File: config.mk
export PLATFORM = sky130hd
export DESIGN_NAME = meas_filter
export DESIGN_NICKNAME = d
export VERILOG_FILES = /design/src/rtl/meas_filter_pkg.sv /design/src/rtl/meas_filter_ring.sv /design/src/rtl/meas_filter.sv
export SDC_FILE = /design/constraint.sdc
export NUM_CORES = 1
export LEC_CHECK = 0
export ABC_AREA = 1
export BUFFER_PORTS_ARGS = -buffer_cell sky130_fd_sc_hd__buf_2
export CORE_MARGIN = 2
export CORE_UTILIZATION = 42
export DETAILED_ROUTE_END_ITERATION = 16
export PLACE_DENSITY = 0.64
export SLEW_MARGIN = 20
export SYNTH_ARGS = -nofsm -noshare
export SYNTH_HDL_FRONTEND = slang
export SYNTH_SLANG_ARGS = --single-unit
File: constraint.sdc
create_clock -name clk -period 2.25 [get_ports clk]
set_input_delay 0.225 -clock clk [delete_from_list [all_inputs] [get_ports clk]]
set_output_delay 0.225 -clock clk [all_outputs]
set_load 0.05 [all_outputs]
File: src/rtl/meas_filter_pkg.sv
// Shared constants and state encoding for the measurement filter and the door controller.
// Default window size, thresholds and timeout live here so both sides agree.
package meas_filter_pkg;

    localparam int unsigned DW_DEF      = 16;
    localparam int unsigned LOG2_N_DEF  = 3;
    localparam int unsigned TH_NEAR_DEF = 400;
    localparam int unsigned TH_FAR_DEF  = 600;
    localparam int unsigned TIMEOUT_DEF = 5_000_000;
    localparam int unsigned TMO_W       = 24;

    typedef enum logic {
        StFill = 1'b0,
        StRun  = 1'b1
    } meas_state_e;

endpackage

File: src/rtl/meas_filter_ring.sv
// N-entry sample ring: synchronous write at the write pointer, combinational read of the
// entry about to be overwritten, and a synchronous clear of all entries and the pointer.
module meas_filter_ring #(
    parameter int unsigned DW     = 16,
    parameter int unsigned LOG2_N = 3
) (
    input  logic          clk,
    input  logic          resetG,
    input  logic          clr_i,
    input  logic          we_i,
    input  logic [DW-1:0] wdata_i,
    output logic [DW-1:0] rd_data_o
);

    localparam int unsigned N = 1 << LOG2_N;

    logic [DW-1:0]     buf_q [N];
    logic [LOG2_N-1:0] wr_ptr_q, wr_ptr_d;

    always_comb begin
        wr_ptr_d = wr_ptr_q;
        if (clr_i) begin
            wr_ptr_d = '0;
        end else if (we_i) begin
            // Power-of-two depth: the pointer wraps N-1 -> 0 on its own.
            wr_ptr_d = wr_ptr_q + 1'b1;
        end
    end

    always_ff @(posedge clk or negedge resetG) begin
        if (!resetG) begin
            wr_ptr_q <= '0;
            for (int i = 0; i < N; i++) begin
                buf_q[i] <= '0;
            end
        end else begin
            wr_ptr_q <= wr_ptr_d;
            if (clr_i) begin
                for (int i = 0; i < N; i++) begin
                    buf_q[i] <= '0;
                end
            end else if (we_i) begin
                buf_q[wr_ptr_q] <= wdata_i;
            end
        end
    end

    assign rd_data_o = buf_q[wr_ptr_q];

endmodule

File: src/rtl/meas_filter.sv
// Moving-average filter with hysteretic presence flag for ranging samples.
// Define MEAS_FILTER_TIMEOUT_EN to enable the no-sample timeout on fault_o.
module meas_filter
    import meas_filter_pkg::*;
#(
    parameter int unsigned        DW          = DW_DEF,
    parameter int unsigned        LOG2_N      = LOG2_N_DEF,
    parameter logic [DW-1:0]      TH_NEAR     = DW'(TH_NEAR_DEF),
    parameter logic [DW-1:0]      TH_FAR      = DW'(TH_FAR_DEF),
    parameter logic [TMO_W-1:0]   TIMEOUT_CYC = TMO_W'(TIMEOUT_DEF)
) (
    input  logic              clk,
    input  logic              resetG,
    input  logic [DW-1:0]     data_i,
    input  logic              done_i,
    input  logic              flush_i,
    output logic [DW-1:0]     avg_o,
    output logic              avg_stb_o,
    output logic              present_o,
    output logic [LOG2_N:0]   fill_o,
    output logic              fault_o
);

    localparam int unsigned N  = 1 << LOG2_N;
    localparam int unsigned SW = DW + LOG2_N;
    localparam logic [LOG2_N:0] FillFull = (LOG2_N + 1)'(N);
    localparam logic [LOG2_N:0] FillLast = FillFull - 1'b1;

    logic              done_q;
    logic              edge_det;
    logic [DW-1:0]     ring_rd;
    logic              ring_we;

    logic [DW-1:0]     samp_q, samp_d;
    logic [DW-1:0]     old_q, old_d;
    logic              samp_vld_q, samp_vld_d;
    logic [SW-1:0]     sum_q, sum_d;
    logic              sum_vld_q, sum_vld_d;
    logic [LOG2_N:0]   fill_q, fill_d;
    logic [DW-1:0]     avg_q, avg_d;
    logic              avg_stb_q, avg_stb_d;
    logic              present_q, present_d;
    meas_state_e       state_q, state_d;

    assign edge_det = done_i & ~done_q;
    assign ring_we  = samp_vld_q & ~flush_i;

    meas_filter_ring #(
        .DW     (DW),
        .LOG2_N (LOG2_N)
    ) u_ring (
        .clk       (clk),
        .resetG    (resetG),
        .clr_i     (flush_i),
        .we_i      (ring_we),
        .wdata_i   (samp_q),
        .rd_data_o (ring_rd)
    );

    // Stage 1: capture the new sample and the entry it will evict.
    always_comb begin
        samp_d     = samp_q;
        old_d      = old_q;
        samp_vld_d = 1'b0;
        if (edge_det && !flush_i) begin
            samp_d     = data_i;
            old_d      = ring_rd;
            samp_vld_d = 1'b1;
        end
    end

    // Stage 2: running sum and fill count.
    always_comb begin
        sum_d     = sum_q;
        fill_d    = fill_q;
        sum_vld_d = 1'b0;
        if (flush_i) begin
            sum_d  = '0;
            fill_d = '0;
        end else if (samp_vld_q) begin
            sum_d     = sum_q + SW'(samp_q) - SW'(old_q);
            sum_vld_d = 1'b1;
            if (fill_q != FillFull) begin
                fill_d = fill_q + 1'b1;
            end
        end
    end

    always_comb begin
        state_d = state_q;
        unique case (state_q)
            StFill: begin
                if (!flush_i && samp_vld_q && fill_q == FillLast) begin
                    state_d = StRun;
                end
            end
            StRun: begin
                if (flush_i) begin
                    state_d = StFill;
                end
            end
            default: state_d = StFill;
        endcase
    end

    // Stage 3: publish the average; strobe only once the window is full.
    always_comb begin
        avg_d     = avg_q;
        avg_stb_d = 1'b0;
        if (flush_i) begin
            avg_d = '0;
        end else if (sum_vld_q) begin
            avg_d     = sum_q[SW-1:LOG2_N];
            avg_stb_d = (state_q == StRun);
        end
    end

    always_comb begin
        present_d = present_q;
        if (flush_i) begin
            present_d = 1'b0;
        end else if (avg_stb_q) begin
            if (avg_q <= TH_NEAR) begin
                present_d = 1'b1;
            end else if (avg_q >= TH_FAR) begin
                present_d = 1'b0;
            end
        end
    end

    always_ff @(posedge clk or negedge resetG) begin
        if (!resetG) begin
            done_q     <= 1'b0;
            samp_q     <= '0;
            old_q      <= '0;
            samp_vld_q <= 1'b0;
            sum_q      <= '0;
            sum_vld_q  <= 1'b0;
            fill_q     <= '0;
            avg_q      <= '0;
            avg_stb_q  <= 1'b0;
            present_q  <= 1'b0;
            state_q    <= StFill;
        end else begin
            done_q     <= done_i;
            samp_q     <= samp_d;
            old_q      <= old_d;
            samp_vld_q <= samp_vld_d;
            sum_q      <= sum_d;
            sum_vld_q  <= sum_vld_d;
            fill_q     <= fill_d;
            avg_q      <= avg_d;
            avg_stb_q  <= avg_stb_d;
            present_q  <= present_d;
            state_q    <= state_d;
        end
    end

`ifdef MEAS_FILTER_TIMEOUT_EN
    logic [TMO_W-1:0] tmo_q, tmo_d;

    // Saturating at the threshold keeps fault_o asserted until the next edge or flush.
    always_comb begin
        tmo_d = tmo_q;
        if (edge_det || flush_i) begin
            tmo_d = '0;
        end else if (tmo_q != TIMEOUT_CYC) begin
            tmo_d = tmo_q + 1'b1;
        end
    end

    always_ff @(posedge clk or negedge resetG) begin
        if (!resetG) begin
            tmo_q <= '0;
        end else begin
            tmo_q <= tmo_d;
        end
    end

    assign fault_o = (tmo_q == TIMEOUT_CYC);
`else
    logic unused_timeout;
    assign unused_timeout = ^TIMEOUT_CYC;
    assign fault_o        = 1'b0;
`endif

    assign avg_o     = avg_q;
    assign avg_stb_o = avg_stb_q;
    assign present_o = present_q;
    assign fill_o    = fill_q;

endmodule

# Word level (Yosys, flattened, before mapping)
# Index checks and enable logic that the tools add are counted.
# totals
register_bits	208
input_bits	20
out_inout_bits	23
# classes
n_addsub	4
order_cmp	4
n_eq_ne	2
n_mux	29
bitwise	6
reduce_logical	13
# op_table
cell	count
two-way mux 128 bit	2
bitwise mux 128 bit	1
two-way mux 16 bit	5
binary-select mux 16 bit (select 3 bit)	1
demux 16 bit (select 3 bit)	1
two-way mux 19 bit	2
adder 19 x 16 -> 19 bit	1
subtractor 19 x 16 -> 19 bit	1
>= comparator 16 x 10 -> 1 bit, second input constant	1
less-or-equal comparator 16 x 9 -> 1 bit, second input constant	1
two-way mux 4 bit	3
two-way mux 1 bit	11
nonzero test 2 bit	5
two-way mux 3 bit	2
adder 4 x 1 -> 4 bit, second input constant	1
equality test 4 x 3 -> 1 bit, second input constant	1
>= comparator 4 bit, second input constant	1
logical AND 1 bit	4
< comparator 4 x 1 -> 1 bit, second input constant	1
inequality test 4 bit, second input constant	1
inverter 3 -> 4 bit	1
AND reduction 2 bit	2
adder 3 x 1 -> 3 bit, second input constant	1
inverter 1 bit	3
other kinds (4)	5

# Longest topological paths before layout
# Gate-level depths: netlist of run 1.
# depth
depth_word	8
depth_mapped	16

# Modules after synthesis
# A second synthesis of run 1 with hierarchy kept.
# unflattened
cells_unflattened	1557
hier_area_um2	11410.9
# modules_own_cells
module	n_inst	cells_per_inst	area_per_inst_um2
meas_filter_ring	1	971	6782.8
meas_filter	1	586	4628.2

# Worst setup path after synthesis of run 1
# No wires, ideal clock.
# synth_timing
path_type	flip-flop to flip-flop
from	reg samp_q[1]
to	reg sum_q[14]
arrival_ns	2.045
required_ns	2.133
setup_slack_ns	0.087
path_stages_with_launch	12
path_cell_list	dfrtp_1 > inv_1 > fa_1 > fa_1 > nor2_1 > nor2_1 > o21ai_0 > nand2_1 > nand2_1 > nand2_1 > nand3_1 > nand2_1
# synth_via
elab_chain_cells	4
# synth_rtl
item	line_no	rtl
start, declared	meas_filter.sv:34	logic [DW-1:0] samp_q, samp_d;
start signal, assigned	meas_filter.sv:146	samp_q <= samp_d;
adder 19 x 16 -> 19 bit	meas_filter.sv:81	sum_d = sum_q + SW'(samp_q) - SW'(old_q);
subtractor 19 x 16 -> 19 bit	meas_filter.sv:81	
two-way mux 19 bit	meas_filter.sv:80	end else if (samp_vld_q) begin
two-way mux 19 bit	meas_filter.sv:77	if (flush_i) begin
end signal, assigned	meas_filter.sv:149	sum_q <= sum_d;
end, declared	meas_filter.sv:37	logic [SW-1:0] sum_q, sum_d;
# Every way passes these cells. The select of a mux whose other input is x is not followed.
# A chain may end at the register's enable or synchronous reset.

# Worst setup path in the final report of run 1
# layout_timing
from	reg samp_q[5]
to	reg sum_q[16]
# The elaborated chain is that of the path after synthesis.

==> results of run 1 <==
registers in the layout (all words and copies together) (netlist names):
name,flops
avg_o,16
avg_stb_o,1
done_q,1
fill_o,4
old_q,16
present_o,1
samp_q,16
samp_vld_q,1
state_q,1
sum_q,19
sum_vld_q,1
u_ring.buf_q,128
u_ring.wr_ptr_q,3
area by class of cell:
| cell class | instances | area [µm²] | area share |
|---|---|---|---|
| sequential | 208 | 5200 | 0.412 |
| timing repair buffer | 146 | 1140 | 0.0901 |
| clock inverter | 6 | 62.6 | 0.00495 |
| tap | 319 | 399 | 0.0316 |
| multi-input combinational | 689 | 4330 | 0.343 |
| clock buffer | 36 | 727 | 0.0575 |
| inverter | 205 | 769 | 0.0609 |
cells in the mapped netlist, drive strengths merged:
cell type  instances  area share
fa                16       0.031
nand2            170       0.065
a221oi             7      0.0060
clkinv             1     0.00037
xor2               1     0.00086
buf               42       0.027
o21ai            102       0.050
o31ai              1     0.00074
nor2              65       0.027
a41oi              1     0.00086
dfrtp            208        0.51
inv              204       0.075
xnor2              1     0.00086
a22oi              2      0.0015
a211oi             2      0.0015
a21oi             46       0.023
o22ai            121       0.074
nor4               1     0.00061
conb               1     0.00037
ha                22       0.027
o221ai             6      0.0052
nand3b             6      0.0044
nand3             98       0.054
a31oi              7      0.0043
clkbuf             7      0.0026
nor3              10      0.0049
nand4              3      0.0018
tightest hold or removal path, stage by stage:
cell and delay [ps]:
buf_2 170, nor2_4 110, nand2_1 70, nand2_1 40
cell families (layout without fill, tap and decap cells):
group	count (synthesis)	after routing
XOR/XNOR	2	2
adder cells (fa/ha/maj)	38	38
buffers and inverters	254	393
other	1	1
AND/OR/NAND/NOR	353	353
AO/OA/AOI/OAI	295	295
flip-flops	208	208
layer usage:
layer	vias up	GRT usage	part of all wire
met5	-	0	0
met2	285	0.381	0.48
met1	4218	0.312	0.44
li1	4108	-	-
met4	0	0.0541	0.020
met3	45	0.0369	0.061
where the power goes:
| group | total (µW) | leakage, µW | internal [µW] | switching, µW |
|---|---|---|---|---|
| sequential | 4040 | 0.00283 | 3910 | 127 |
| clock | 3870 | 0.000392 | 2340 | 1530 |
| combinational | 3750 | 0.00258 | 1590 | 2160 |
worst min path at each step:
stage               startpoint        end  slack (ps)  depth (start not counted)
finish                 flush_i  sum_q[18]         150                          4
global route           flush_i  sum_q[12]         150                          4
CTS                    flush_i  sum_q[15]         140                          4
detailed placement      resetG   avg_o[0]         280                          1
global placement        resetG   sum_q[5]         270                          1
floorplan               resetG   avg_o[0]         -70                          0
through the flow:
step	total power, µW	std cells	setup TNS (ps)
global placement	6920	1542	-318
global route	12300	1609	-291
finish	11700	1609	0
CTS	11100	1602	-3.54
floorplan	5780	1151	0
detailed placement	6940	1542	-694
what timing repair did:
item / in CTS / in global routing
gates resized for setup: 23 / 85
setup buffers: 0 / 7
pin swaps: 2 / 33
setup endpoints to repair: 9 / 14
endpoints found under the hold margin: 79 / 0
hold buffers: 18 / 0
==> metrics.md, run 1 <==
| Metric | Value |
|---|---|
| Final Core Density | 0.535 |
| Final hold viol count | 0 |
| DIE WIDTH | 160 µm |
| Pin count of the biggest net entering global routing | 69 |
| # diodes | 0 |
| Final wirelength | 29500 µm |
| IO Pins | 43 |
| Non-Filler Cell Area, Final | 0.0126 mm² |
| Worst reg2reg startpoint | samp_q[5] |
| Pwr Density | 923 mW/mm² |
| Grt ovf | 0 |
| Number of nets in the layout | 1332 |
| Skew final | 13.0 ps |
| Yosys warning count | 0 |
| Root Buffer | clkbuf_16 |
| Fin crit share | 0.965 |
| Clock Tree Buf Depth | 3 |
| Row count | 56 |
| DP HPWL | 20500 µm |
| Worst Setup SP | samp_q[5] |
| Compound-cell area share of the yosys netlist | 0.167 |
| Most frequent cells in the layout | 208 x dfrtp_1, 175 x inv_1, 137 x nand2_1 |
| Critical path required time | 2650 ps |
| Min-Delay Path Class | input port to flip-flop |
| Clk Latency, worst-skew pair | 510 ps |
| Worst-path cell chain | inv_1 > fa_1 > inv_1 > ha_4 > a21oi_4 > nor2_1 > nor2_2 > nand2_4 > nand2_4 > nand3b_1 > nand3_1 > nand2_1 |
| # DRC | 0 |
| Bufs and invs on worst path | 2 |
| Synth Area in Simple Gates | 0.157 |
| DIE AREA | 0.0255 mm² |
| Slew @ Worst Pin | 633 ps |
| Synthesized-area fraction occupied by adder cells | 0.0585 |
| First-pass GRT wire length | 46300 µm |
| Vias post-DR | 8656 |
| Syn-to-layout area delta | 24.0% |
| Worst setup path class | flip-flop to flip-flop |
| CP Depth | 12 |
| Fillcell total | 2167 |
| Dpl cell area | 0.0112 mm² |
| Slew HR | 0.578 |
| I/O Buffers | 41 |
| Peak Freq | 461 MHz |
| Vias per inst | 5.38 |
| CP max FO | 4 |
| Mean Syn Cell Area | 8.85 µm² |
| Worst Setup EP | sum_q[16] |
| Max Cap Violations | 0 |
| Iter 0 DRT Violations | 717 |
| Leakage | 0.00580 µW |
| Reg2reg end | sum_q[16] |
| Final worst setup slack | 79.5 ps |
| Maximum vdd drop | 476 µV |
| Layout cell share with drive strength beyond 1 | 0.222 |
| All-Layer GR Usage | 0.228 |
| Clock sink count | 208 |
| H-tree depth | 1 |
| Outcome | finished, final reports clean |
| Worst Hold Margin | 146 ps |
| Wire length per cell | 18.3 µm |
| Starting density of the core | 0.431 |
| Vias in the first global route | 8463 |
| Worst setup SP type | flip-flop |
| Final ANT Viol Nets | 0 |
| TritonCTS clock tree | built |
| Post-route minimum period | 2170 ps |
| Initial antenna violation count | 0 |
| CP delay by family, top | adder cells |
| CTS buffer count | 24 |
| Core area | 0.0236 mm² |
| Place WS | -147 ps |
| Final setup violation count | 0 |
| Commonest non-fill, non-tap cell in the layout | dfrtp_1 |
| Largest family of logic cells by synthesized area | compound AO/OA/AOI/OAI gates |
| Worst Setup End Kind | flip-flop |
| Synth Cell Area | 0.0102 mm² |
| RSZ-0062 raised after global routing | yes |
| Internal reg-to-reg setup slack | 80 ps |
| Post-synth net total | 1209 |
| Sequential area share after synthesis | 0.511 |
| Slowest CP cell | fa_1 |
| Drt first pass iters | 5 |
| Yosys cell types | 37 |
| Synthesized instance count | 1151 |
| Slowest stage delay, CP | 530 ps |
| Synth Area in XOR/XNOR | 0.00172 |
| Routability cong. | 0.887 |
| R2R depth | 12 |
| Yosys reg bits | 208 |
| Final Max Slew Viols | 0 |
| Height of the die | 160 µm |
| Clock transition at the registers of the reported paths | 60 ps |
| Post-synthesis mux area share | 0 |
| CP Data Arrival Time | 2570 ps |
Note: power is estimated with default switching activity, not from simulation.
==> run 2: changes to the inputs <==
--- a/config.mk
+++ b/config.mk
@@ -8,9 +8,10 @@
 export ABC_AREA = 1
 export BUFFER_PORTS_ARGS = -buffer_cell sky130_fd_sc_hd__buf_2
 export CORE_MARGIN = 2
-export CORE_UTILIZATION = 42
+export CORE_UTILIZATION = 45
+export CTS_CLUSTER_DIAMETER = 80
 export DETAILED_ROUTE_END_ITERATION = 16
-export PLACE_DENSITY = 0.64
+export PLACE_DENSITY = 0.68
 export SLEW_MARGIN = 20
 export SYNTH_ARGS = -nofsm -noshare
 export SYNTH_HDL_FRONTEND = slang
==> constraint.sdc (replaced) <==
create_clock -name clk -period 1.75 [get_ports clk]
set_input_delay 0.175 -clock clk [delete_from_list [all_inputs] [get_ports clk]]
set_output_delay 0.175 -clock clk [all_outputs]
set_load 0.05 [all_outputs]
==> run 2 against run 1 <==
First-iteration DRC count decreased by 5.0%. Highest routed layer unchanged. Maximum frequency decreased by 3.9%. Critical path depth decreased by 1. Sequential power increased by 29%. Largest cell class unchanged. Combinational power increased by 51%. Count of clock-buffer cells in the layout decreased by 3. Cell area increased by 5.2%. The run now ends with setup timing left. Wire length increased by 0.17%.
==> metrics.md, run 2 (same netlist as run 1, synthesis figures left out) <==
| Metric | Value |
|---|---|
| Slew @ Worst Pin | 515 ps (was 633 ps) |
| All-Layer GR Usage | 0.251 (was 0.228) |
| Combinational power share | 0.357 (was 0.322) |
| Commonest non-fill, non-tap cell in the layout | dfrtp_1 (unchanged) |
| CTS buffer count | 24 (unchanged) |
| Pin count of the biggest net entering global routing | 48 (was 69) |
| Row count | 55 (was 56) |
| Slew HR | 0.656 (was 0.578) |
| CP Data Arrival Time | 2650 ps (was 2570 ps) |
| Post-route minimum period | 2260 ps (was 2170 ps) |
| Final ANT Viol Nets | 0 (unchanged) |
| Vias post-DR | 9024 (was 8656) |
| DP HPWL | 20600 µm (was 20500 µm) |
| Most frequent cells in the layout | 206 x dfrtp_1, 156 x inv_1, 122 x nand2_1, 122 x buf_4, 120 x o22ai_1 (was 208 x dfrtp_1, 175 x inv_1, 137 x nand2_1) |
| Worst setup SP type | flip-flop (unchanged) |
| Internal power | 10500 µW (was 7840 µW) |
| DIE WIDTH | 154 µm (was 160 µm) |
| Wire length per cell | 18.1 µm (was 18.3 µm) |
| Leakage | 0.00615 µW (was 0.00580 µW) |
| DIE AREA | 0.0239 mm² (was 0.0255 mm²) |
| Dpl cell area | 0.0117 mm² (was 0.0112 mm²) |
| Largest registers | u_ring.buf_q (128), sum_q (19) (unchanged) |
| Clock sink count | 208 (unchanged) |
| Fin crit share | 1.29 (was 0.965) |
| Min-Delay Path Class | input port to flip-flop (unchanged) |
| IO Pins | 43 (unchanged) |
| Drt first pass iters | 5 (unchanged) |
| Grt ovf | 0 (unchanged) |
| Reg with most FFs | u_ring.buf_q (unchanged) |
| First-pass GRT wire length | 48000 µm (was 46300 µm) |
| Core area | 0.0224 mm² (was 0.0236 mm²) |
| Initial antenna violation count | 0 (unchanged) |
| Maximum vdd drop | 709 µV (was 476 µV) |
| # DRC | 0 (unchanged) |
| Final hold viol count | 0 (unchanged) |
| Outcome | finished with violations (was finished, final reports clean) |
| Height of the die | 154 µm (was 160 µm) |
| Vias in the first global route | 9054 (was 8463) |
| Peak Freq | 443 MHz (was 461 MHz) |
| Max Cap Violations | 0 (unchanged) |
| Final wirelength | 29600 µm (was 29500 µm) |
| Final worst setup slack | -508 ps (was 79.5 ps) |
| Final setup violation count | 17 (was 0) |
| Pwr Density | 1190 mW/mm² (was 923 mW/mm²) |
| Syn-to-layout area delta | 30.4% (was 24.0%) |
| I/O Buffers | 41 (unchanged) |
| Failing checks | setup timing |
| H-tree depth | 1 (unchanged) |
| CP max FO | 4 (unchanged) |
| Place WS | -504 ps (was -147 ps) |
| RSZ-0062 raised after global routing | yes (unchanged) |
| Final Max Slew Viols | 0 (unchanged) |
| Clock network fraction of total power | 0.315 (was 0.332) |
| Iter 0 DRT Violations | 681 (was 717) |
| Critical path required time | 2140 ps (was 2650 ps) |
| Non-Filler Cell Area, Final | 0.0133 mm² (was 0.0126 mm²) |
| Vias per inst | 5.54 (was 5.38) |
| # diodes | 0 (unchanged) |
| Routability cong. | 0.864 (was 0.887) |
| Skew final | 11.7 ps (was 13.0 ps) |
| Layout cell share with drive strength beyond 1 | 0.287 (was 0.222) |
| Clock Tree Buf Depth | 3 (unchanged) |
| Clk Latency, worst-skew pair | 520 ps (was 510 ps) |
| TritonCTS clock tree | built (unchanged) |
| Clock transition at the registers of the reported paths | 70 ps (was 60 ps) |
| Seq pwr share | 0.328 (was 0.346) |
| Number of nets in the layout | 1386 (was 1332) |
| Net switching power | 5360 µW (was 3820 µW) |
| Worst Setup End Kind | flip-flop (unchanged) |
| Worst setup path class | flip-flop to flip-flop (unchanged) |
| Sw Share | 0.338 (was 0.327) |
| Max reg flops | 128 (unchanged) |
| Starting density of the core | 0.454 (was 0.431) |
| Root Buffer | clkbuf_16 (unchanged) |
| PnR Total Power | 15900 µW (was 11700 µW) |
==> run 2: changes by cell type in the layout (fill, tap and decap cells not counted), sizes merged <==
| cell | before | now |
|---|---|---|
| buf | 127 | 181 |
| clkinv | 4 | 8 |
| clkbuf | 37 | 34 |
| bufinv | 1 | 2 |
| inv | 206 | 205 |
==> run 2: routing by layer <==
metal | wire (µm) | global-route usage | vias to the layer above
met5 | 0 | 0 | -
met4 | 811 | 0.0789 | 0
met1 | 12800 | 0.342 | 4418
met3 | 1740 | 0.0342 | 65
met2 | 14200 | 0.418 | 337
li1 | - | - | 4204
==> run 2: layout make-up <==
| class | count | area [µm²] |
|---|---|---|
| Fill cell | 1900 | 9150 |
| Sequential cell | 208 | 5210 |
| Multi-Input combinational cell | 689 | 4540 |
| Timing Repair Buffer | 200 | 1630 |
| Inverter | 205 | 771 |
| Clock buffer | 33 | 664 |
| Tap cell | 285 | 357 |
| Clock inverter | 10 | 119 |
==> run 2: stage by stage <==
stage          setup TNS (ps)  std cells  hold slack, ps   util
3_5_place_dp            -6180       1539             160  0.523
5_1_grt                 -8250       1630             183  0.592
2_1_floorplan           -2530       1151            -121      -
3_3_place_gp            -5520       1539             158  0.523
4_1_cts                 -6350       1613             149  0.576
6_report                -6350       1630             163  0.592
==> run 2: critical path, cell delays in order, from the launching register on <==
cell     delay (ps)
dfrtp_1         360
inv_2            50
fa_1            550
inv_2            50
ha_4            320
nand2_4          80
nor2_1          130
nand2_1          90
nand2_2         140
a21oi_1         110
o21ai_1         130
o21ai_0         100
==> run 2: worst paths after layout <==
check	start	cells after the start	end	slack, ps
worst max-delay path	samp_q[5]	11	sum_q[7]	-510
worst min-delay path	flush_i	4	samp_vld_q	160
worst max register to register	samp_q[5]	11	sum_q[7]	-510
worst min register to register	sum_q[12]	2	sum_q[12]	480
max in group asynchronous	resetG	3	u_ring.buf_q[98]	960
min in group asynchronous	resetG	2	sum_q[3]	170
==> run 2: power groups by stage <==
stage | combinational (µW) | sequential (µW) | clock (µW)
after detailed placement | 4380 | 5280 | 0
after global routing | 6220 | 5230 | 5250
after global placement | 4320 | 5270 | 0
after floorplan | 2850 | 5290 | 0
final | 5660 | 5210 | 5000
after CTS | 4860 | 5200 | 5060
==> run 2: what timing repair did <==
item                                    CTS  global route
hold endpoints to repair                132             0
hold buffers                             18             0
pin swaps                                34            49
gates resized for setup                  41            70
buffers inserted                         14            17
endpoints found under the setup margin   32            40
